**src/rtl/comp_share_if.sv**
```systemverilog
// Requester-side bus of the shared comparator: per-requester request/operand
// lanes in, one-hot grant and one-hot registered response out.
//   Handshake: requester i holds req[i] with stable operands until it sees
//   gnt[i]=1 in a cycle; the transfer happens in that cycle and it may drop or
//   replace the request on the next one. The response for that transfer
//   appears one cycle later as rsp_valid (one-hot owner) with rsp_res/rsp_err,
//   which are meaningful only while rsp_valid is nonzero and stall is low.
interface comp_share_if #(
  parameter int NUM_REQ = 2
) ();
  logic [NUM_REQ-1:0]    req;
  logic [NUM_REQ*32-1:0] req_op1;
  logic [NUM_REQ*32-1:0] req_op2;
  logic [NUM_REQ*3-1:0]  req_opc;
  logic [NUM_REQ-1:0]    gnt;
  logic [NUM_REQ-1:0]    rsp_valid;
  logic                  rsp_res;
  logic                  rsp_err;

  modport master (
    output req, req_op1, req_op2, req_opc,
    input  gnt, rsp_valid, rsp_res, rsp_err
  );

  modport slave (
    input  req, req_op1, req_op2, req_opc,
    output gnt, rsp_valid, rsp_res, rsp_err
  );
endinterface

```
**src/rtl/comp_share_arbiter.sv**
```systemverilog
// comp_share_arbiter: one 32-bit comparator shared by NUM_REQ requesters.
// Round-robin grant (combinational, same cycle as req), operands captured at
// the grant edge, result driven from registers one cycle later.
// Optional macro COMP_SIGNED_EN adds signed gt (011) and signed lt (100);
// without it those codes are illegal and no signed compare is built.
module comp_share_arbiter #(
  parameter int NUM_REQ = 2,
  parameter int PTR_W   = 3
) (
  input  logic             clk,
  input  logic             rst_n,
  input  logic             stall,
  input  logic             flush,
  comp_share_if.slave      bus,
  output logic             dbg_state,
  output logic [PTR_W-1:0] dbg_ptr
);

  typedef enum logic {
    ST_EMPTY = 1'b0,
    ST_VALID = 1'b1
  } stage_t;

  localparam logic [NUM_REQ-1:0] ONE_HOT0 = NUM_REQ'(1);

  stage_t               state;
  logic [PTR_W-1:0]     ptr;
  logic [NUM_REQ-1:0]   rsp_valid_q;
  logic                 rsp_res_q;
  logic                 rsp_err_q;

  logic [2*NUM_REQ-1:0] req_rot;
  logic                 found;
  logic [PTR_W-1:0]     win_idx;
  logic [PTR_W-1:0]     nxt_ptr;
  logic [NUM_REQ-1:0]   sel_vec;
  logic                 grant_en;
  logic [31:0]          op1;
  logic [31:0]          op2;
  logic [2:0]           opc;
  logic                 cmp_res;
  logic                 cmp_err;
  int                   win_tmp;

  // Rotate the request vector so the pointer lands on bit 0, then take the
  // first set bit; its offset from the pointer gives the winner index.
  always_comb begin
    req_rot = {bus.req, bus.req} >> ptr;
    found   = 1'b0;
    win_tmp = 0;
    for (int i = 0; i < NUM_REQ; i++) begin
      if (!found && req_rot[i]) begin
        found   = 1'b1;
        win_tmp = int'(ptr) + i;
        if (win_tmp >= NUM_REQ) win_tmp = win_tmp - NUM_REQ;
      end
    end
    win_idx = PTR_W'(win_tmp);
    nxt_ptr = (win_idx == PTR_W'(NUM_REQ - 1)) ? '0 : win_idx + 1'b1;
    sel_vec = ONE_HOT0 << win_idx;
  end

  // Stall and flush both suppress the grant; reset forces it low as well so
  // nothing is accepted while the stage cannot capture it.
  assign grant_en = rst_n && !stall && !flush && found;
  assign bus.gnt  = grant_en ? sel_vec : '0;

  // Operands of the winning requester feed the comparator directly, so the
  // registered result reflects the values present in the grant cycle.
  assign op1 = bus.req_op1[32*win_idx +: 32];
  assign op2 = bus.req_op2[32*win_idx +: 32];
  assign opc = bus.req_opc[3*win_idx +: 3];

  // Opcode decode and compare; unknown codes give res=0 with err=1.
  always_comb begin
    cmp_res = 1'b0;
    cmp_err = 1'b0;
    case (opc)
      3'b000:         cmp_res = (op1 == op2);
      3'b010:         cmp_res = (op1 > op2);
      3'b101, 3'b110: cmp_res = (op1 < op2);
`ifdef COMP_SIGNED_EN
      3'b011:         cmp_res = ($signed(op1) > $signed(op2));
      3'b100:         cmp_res = ($signed(op1) < $signed(op2));
`endif
      default:        cmp_err = 1'b1;
    endcase
  end

  // Stage FSM with pointer and registered response; flush beats stall,
  // stall freezes everything, otherwise a grant refills the stage.
  always_ff @(posedge clk or negedge rst_n) begin
    if (!rst_n) begin
      state       <= ST_EMPTY;
      ptr         <= '0;
      rsp_valid_q <= '0;
      rsp_res_q   <= 1'b0;
      rsp_err_q   <= 1'b0;
    end else if (flush) begin
      state       <= ST_EMPTY;
      rsp_valid_q <= '0;
      rsp_res_q   <= 1'b0;
      rsp_err_q   <= 1'b0;
    end else if (!stall) begin
      if (found) begin
        state       <= ST_VALID;
        rsp_valid_q <= sel_vec;
        rsp_res_q   <= cmp_res;
        rsp_err_q   <= cmp_err;
        ptr         <= nxt_ptr;
      end else begin
        state       <= ST_EMPTY;
        rsp_valid_q <= '0;
        rsp_res_q   <= 1'b0;
        rsp_err_q   <= 1'b0;
      end
    end
  end

  assign bus.rsp_valid = rsp_valid_q;
  assign bus.rsp_res   = rsp_res_q;
  assign bus.rsp_err   = rsp_err_q;
  assign dbg_state     = state;
  assign dbg_ptr       = ptr;

endmodule

```
**src/flat_wrapper.sv**
```systemverilog
// flat-port wrapper written by rule: the top's interface ports become plain ports
module comp_share_arbiter_flat 
#(
  parameter int NUM_REQ = 2,
  parameter int PTR_W   = 3
)
  (clk, rst_n, stall, flush, dbg_state, dbg_ptr, bus_req, bus_req_op1, bus_req_op2, bus_req_opc, bus_gnt, bus_rsp_valid, bus_rsp_res, bus_rsp_err);
  comp_share_if #(.NUM_REQ(NUM_REQ)) bus_i ();
  input  logic clk;
  input  logic rst_n;
  input  logic stall;
  input  logic flush;
  output logic dbg_state;
  output logic [PTR_W-1:0] dbg_ptr;
  input wire logic [$bits(bus_i.req)-1:0] bus_req;
  input wire logic [$bits(bus_i.req_op1)-1:0] bus_req_op1;
  input wire logic [$bits(bus_i.req_op2)-1:0] bus_req_op2;
  input wire logic [$bits(bus_i.req_opc)-1:0] bus_req_opc;
  output wire logic [$bits(bus_i.gnt)-1:0] bus_gnt;
  output wire logic [$bits(bus_i.rsp_valid)-1:0] bus_rsp_valid;
  output wire logic [$bits(bus_i.rsp_res)-1:0] bus_rsp_res;
  output wire logic [$bits(bus_i.rsp_err)-1:0] bus_rsp_err;
  assign bus_i.req = bus_req;
  assign bus_i.req_op1 = bus_req_op1;
  assign bus_i.req_op2 = bus_req_op2;
  assign bus_i.req_opc = bus_req_opc;
  assign bus_gnt = bus_i.gnt;
  assign bus_rsp_valid = bus_i.rsp_valid;
  assign bus_rsp_res = bus_i.rsp_res;
  assign bus_rsp_err = bus_i.rsp_err;
  comp_share_arbiter #(.NUM_REQ(NUM_REQ), .PTR_W(PTR_W)) u_core (.clk(clk), .rst_n(rst_n), .stall(stall), .flush(flush), .bus(bus_i), .dbg_state(dbg_state), .dbg_ptr(dbg_ptr));
endmodule
```
**config.mk**
```make
export PLATFORM = sky130hd
export DESIGN_NAME = comp_share_arbiter_flat
export DESIGN_NICKNAME = d
export VERILOG_FILES = /design/src/rtl/comp_share_if.sv /design/src/rtl/comp_share_arbiter.sv /design/src/flat_wrapper.sv
export SDC_FILE = /design/constraint.sdc
export NUM_CORES = 1
export LEC_CHECK = 0
export CAP_MARGIN = 20
export CORE_ASPECT_RATIO = 1.1
export CORE_MARGIN = 3
export CORE_UTILIZATION = 34
export DETAILED_ROUTE_END_ITERATION = 8
export PLACE_DENSITY = 0.89
export SLEW_MARGIN = 20
export SYNTH_ARGS = -nofsm -noshare
export SYNTH_HDL_FRONTEND = slang
export SYNTH_SLANG_ARGS = --single-unit
```
**constraint.sdc**
```tcl
create_clock -name clk -period 3.5 [get_ports clk]
set_clock_uncertainty 0.05 [all_clocks]
set_input_delay 0.35 -clock clk [delete_from_list [all_inputs] [get_ports clk]]
set_output_delay 0.35 -clock clk [all_outputs]
set_load 0.1 [all_outputs]
```
# == After elaboration in Yosys (flattened, before gate mapping) ==
# Index checks and enable logic that the tools add are counted.
# Widths: inputs -> output; s select.
# op_classes
bitwise,2
magnitude_cmp,4
n_eq_ne,6
addsub,4
n_shift,5
multipliers,1
reduce_logical,11
muxes,22
# op_table
op,count
$shiftx 64x9->32,2
$eq 32x32->1,1
$gt 32x32->1,1
$lt 32x32->1,1
$mux 3,5
$mux 1,12
$mux 2,4
$eq 3x3->1 const B,2
$shiftx 6x6->3,1
$mul 2x3->5 const A,1
$add 3x1->4 const B,1
$ge 4x2->1 const B,1
$logic_and 1x1->1,4
$reduce_or 4->1,1
$shr 4x3->2,1
$add 3x1->3 const B,1
$eq 3x1->1 const B,1
$eq 3x2->1 const B,1
$ge 3x2->1 const B,1
$logic_not 1->1,3
$logic_not 3->1,1
$pmux 1 s3,1
$reduce_and 3->1,1
$shl 1x3->2 const A,1
other kinds (5),6
# totals
ff_bits,8
input_bits,140
elab_cells,60
out_inout_bits,10

# == Longest topological paths before layout ==
# Gate-level depths: netlist (run 1).
# depth
word_depth,13
ltp_mapped,16
depth_no_buf,14

# == Worst setup path after synthesis (run 1) ==
# OpenSTA, ideal clock, no wires.
# synth_path
path_kind,register to register
start,register u_core.ptr[1] (netlist: u_core.dbg_ptr[1])
end,register u_core.rsp_res_q (netlist: u_core.bus.rsp_res)
path_buffers,2
path_stages_with_launch,17
path_slack_ns,-0.849
required_time_ns,3.330
arrival_ns,4.180
setup_time_ns,0.120
period_less_slack_ns,4.349
cell_sequence,dfrtp_1 -> inv_1 -> ha_1 -> nor2b_1 -> nand3b_1 -> a32o_2 -> buf_4 -> buf_4 -> a21o_1 -> ha_1 -> a21oi_1 -> o21ai_0 -> a221oi_1 -> or2_2 -> a31oi_1 -> or4b_1 -> a31o_1
# synth_via
elab_chain_cells,13
elab_cells_between_ends,30
classes_between,add/sub (3); mul (1); order compare (4); eq/ne (4); shift (4); mux (10); reduce/logical (4)
# synth_rtl
element,line_no,source
from (decl),comp_share_arbiter.sv:27,logic [PTR_W-1:0] ptr;
from (signal assigned),comp_share_arbiter.sv:110,ptr <= nxt_ptr;
"parallel branches: the longest is 10 deep, another holds $lt 32x32->1",-,
$mux 1 *,comp_share_arbiter.sv:105,if (found) begin
$mux 1 *,comp_share_arbiter.sv:104,end else if (!stall) begin
$mux 1 *,comp_share_arbiter.sv:99,end else if (flush) begin
to (signal assigned),comp_share_arbiter.sv:108,rsp_res_q <= cmp_res;
to (decl),comp_share_arbiter.sv:29,logic rsp_res_q;
# Mark *: on every way between the ends. The select of a mux whose other input is x is not followed.
# A chain may end at the register's enable or synchronous reset.

# == Worst setup path in the final report (run 1) ==
# Ends and elaborated chain as after synthesis.

==> key figures, run 1 <==
Clocking
  – Cts bufs inserted: 3
  – H-tree depth: 1
  – CTS tree: done
  – CTS Hold Bufs: 0
  – Worst-path clk slew: approximately 0.05 ns
  – Clock Latency Late Sink: roughly 0.24 ns
  – Root buffer cell: clkbuf_8
  – Total clock sinks: 8
  – CTS Buffer Depth: 2

Power
  – Power per cell area: 788 mW/mm^2
  – Comb power frac: about nine tenths
  – Sw Ratio: a little under half
  – Sw Pwr: roughly 1.8 mW
  – Leak: between 2 and 2.5 nW
  – Maximum vdd ir drop: approximately 800 uV
  – Flop pwr share: under 10%
  – Internal: ~2.0 mW
  – Clock network power share: ~3.3%
  – Total Power: ~3.8 mW

Synthesis
  – Post-synth top area share: between 20% and 30%
  – Synth top area cells: nand2_1 (24%), ha_1 (20%), a21o_1 (12%)
  – Top-count cell post-synth: nand2_1
  – Most used DFF post-synth: dfrtp_1
  – Synth Area per Inst: about 6.3 um^2
  – Post-synth EDFFs: 0
  – Synth cell count leaders: nand2_1 (148), a21oi_1 (50), a21o_1 (38)
  – Sequential area share after synthesis: 8.58%
  – Post-synthesis cell area: 0.00233 mm^2
  – Ys async rst share: 100%
  – Area leader, netlist: nand2_1
  – Mapped Nets: 550
  – Synth unique cells: 45
  – Synth Instances: between 300 and 400
  – Synth Warn #: 0
  – FF+latch count, synth: 8

Global routing
  – Initial antenna violation count: 0
  – M3 GR Usage: between 3 and 4%
  – First-pass GRT wire length: 15.2 mm
  – Overall routing resource usage: between 20% and 30%
  – Met1 GRT Util: 24.8%
  – Met2 usage: 44.5%
  – Vias in the first global route: 3,498
  – Total congestion overflow: 0
  – Largest net degree at the start of global routing: 41
  – Gr busiest metal: met2

STA
  – Pin slew with the least headroom to its limit: 0.968 ns
  – Final setup viols: 1
  – Final worst slack: -0.262 ns
  – Tcrit/Tclk final: 107%
  – Max-Slew Margin vs Limit: approximately a third
  – Final min period: 3.76 ns
  – RSZ-0062 raised after global routing: yes
  – Maximum clock rate: around 0.27 GHz
  – Slew Limit Fails: 0
  – Final Hold Fails: 0

Layout
  – Share of cells above drive strength 1: 18.8%
  – Fin util: between 70% and 80%
  – Final nets: roughly 740
  – Design area: 0.00479 mm^2
  – Fillers: a little under 500
  – Area growth, synth to finish: 105%
  – Ant diodes: 0

Place
  – Routability cong.: approximately 0.83
  – Buffers on Ports: 149
  – Setup WS pre-CTS: -0.681 ns
  – Placed inst area: between 0.004 and 0.005 mm^2
  – DP HPWL: approximately 7.2 mm

Job
  – Total of max-cap violations: 0

Worst setup path
  – Crit. End Element: flip-flop
  – Crit path cell chain: or4bb_4 -> a21oi_4 -> a32o_2 -> buf_12 -> buf_12 -> a21oi_1 -> ha_1 -> nand4_1 -> inv_1 -> a221oi_2 -> or2_4 -> a31oi_2 -> or4b_1 -> a31o_1
  – Most frequent CP cell: buf_12
  – CP peak stage delay: 0.57 ns
  – Slowest stage cell, crit path: or4bb_4
  – CP startpoint kind: flip-flop
  – CP Data Arrival Time: 3.83 ns
  – Worst setup path class: flip-flop to flip-flop
  – Worst Path Required: 3.57 ns
  – Max FO, Critical Path: 6

Floorplanning
  – Die height: approximately 93 um
  – Initial Utilization: between 30% and 40%
  – Die width: around 85 um
  – Die area: slightly below 0.008 mm^2
  – Core Rows: 31
  – Area of the core: between 0.006 and 0.007 mm^2
  – I/O Pins: 150

Drt
  – Via Count: between 3,000 and 4,000
  – DRC Markers: 0
  – First-pass iteration count of the detailed router: 4
  – DR iter-0 viols: between 100 and 150
  – Wire per inst: between 15 and 20 um
  – DRT antenna net count: 0
  – Routed WL: between 9 and 10 mm
  – DR vias/cell: ~5.4

Status
  – Failing checks: negative setup slack
  – Status: complete, but fails checks

Hold path
  – Worst hold-check path type: input pin to asynchronous set/reset pin
## layer usage
metal,up-vias,part of all wire [%]
met4,0,2.6
met2,134,54
met3,26,6.0
met1,1591,37
li1,1675,-
met5,-,0
## power groups by stage
stage          logic (mW)  registers, mW  clock network [mW]
2_1_floorplan        1.48          0.370                   0
3_3_place_gp         2.50          0.174                   0
5_1_grt              3.76          0.189               0.131
3_5_place_dp         2.62          0.176                   0
6_report             3.47          0.184               0.124
4_1_cts              3.14          0.181               0.125
## cells by family (layout without fill, tap and decap cells)
family / count (synthesis) / in the layout / share of synthesized area, %
adders and majority gates: 37 / 37 / 19.8
muxes: 2 / 2 / 0.858
xor gates and xnor gates: 3 / 3 / 1.13
AOI/OAI and AO/OA: 110 / 110 / 29.9
DFF: 8 / 8 / 8.58
and+or+nand+nor: 186 / 186 / 34.6
buffers and inverters: 27 / 212 / 5.15
## cell usage in the layout, fill, tap and decap left out, types with 2 or more instances in the layout
cell type and n:
nand3b_1 2, nor2b_1 3, a21o_1 38, buf_4 35, a21oi_2 9, nor3_2 2, a21oi_4 2, nand3_1 6
buf_16 3, dfrtp_4 3, dfrtp_1 5, nor2_1 6, xnor2_1 2, a21oi_1 39, ha_4 11, nand2_1 148
mux2i_1 2, inv_1 2, clkbuf_8 3, ha_1 24, nand4_1 5, or3_1 2, clkdlybuf4s50_1 145, inv_4 2
o21ai_0 4, dlygate4sd2_1 2, buf_6 4, buf_12 12, ha_2 2
## worst max-delay path, delay by kind of cell, from the launching register on
family	cells	cell delay, ns
AO/OA/AOI/OAI	6	0.99
adder cells (fa/ha/maj)	1	0.32
buffers and inverters	3	0.36
AND/OR/NAND/NOR	4	1.38
flip-flops	1	0.54
## state kept, by name, summed over array words and instances, names as in the netlist
signal	count
u_core.dbg_state	1
u_core.bus.rsp_res	1
u_core.dbg_ptr	3
u_core.bus.rsp_valid	2
u_core.bus.rsp_err	1
## final timing paths
check	start	endpoint	slack [ns]	cells past startpoint
setup / recovery	u_core.dbg_ptr[1]	u_core.bus.rsp_res	-0.26	14
hold / removal	rst_n	u_core.dbg_state	0.38	1
setup reg to reg	u_core.dbg_ptr[1]	u_core.bus.rsp_res	-0.26	14
hold reg to reg	u_core.dbg_state	u_core.dbg_state	0.43	1
max in group asynchronous	rst_n	u_core.dbg_ptr[2]	2.66	1
min in group clk	u_core.dbg_state	u_core.dbg_state	0.43	1
## layout make-up
| type | instances | area (um^2) | share of cell area (%) |
|---|---|---|---|
| clock buffer | 4 | 45.0 | 0.939 |
| inverter | 5 | 23.8 | 0.496 |
| multi-input combinational | 338 | 2270 | 47.4 |
| sequential | 8 | 211 | 4.41 |
| tap | 82 | 103 | 2.14 |
| timing repair buffer | 203 | 2140 | 44.6 |
## repair_timing
action,4_1_cts,5_1_grt
resized for setup,28,24
buffers inserted,8,5
pin swaps,24,24
gates cloned,4,1
setup endpoints to repair,1,1
## per-stage QoR
stage	setup TNS, ns	hold WS, ns	cells
5_1_grt	-0.392	0.411	640
2_1_floorplan	-0.209	0.00441	373
6_report	-0.262	0.382	640
3_5_place_dp	-0.681	0.415	619
3_3_place_gp	-0.549	0.408	619
4_1_cts	-0.245	0.384	635
Note: power is estimated with default switching activity, not from simulation.
==> run 2, diff against run 1 <==
Settings changed: CTS_CLUSTER_DIAMETER set to 60.
==> results of run 2 <==
Same layout as run 1: the final DEF is identical, and so are final timing and power.
==> run 3, diff against run 2 <==
Settings changed: CTS_CLUSTER_SIZE set to 16.
==> results of run 3 <==
Same layout as run 1: the final DEF is identical, and so are final timing and power.
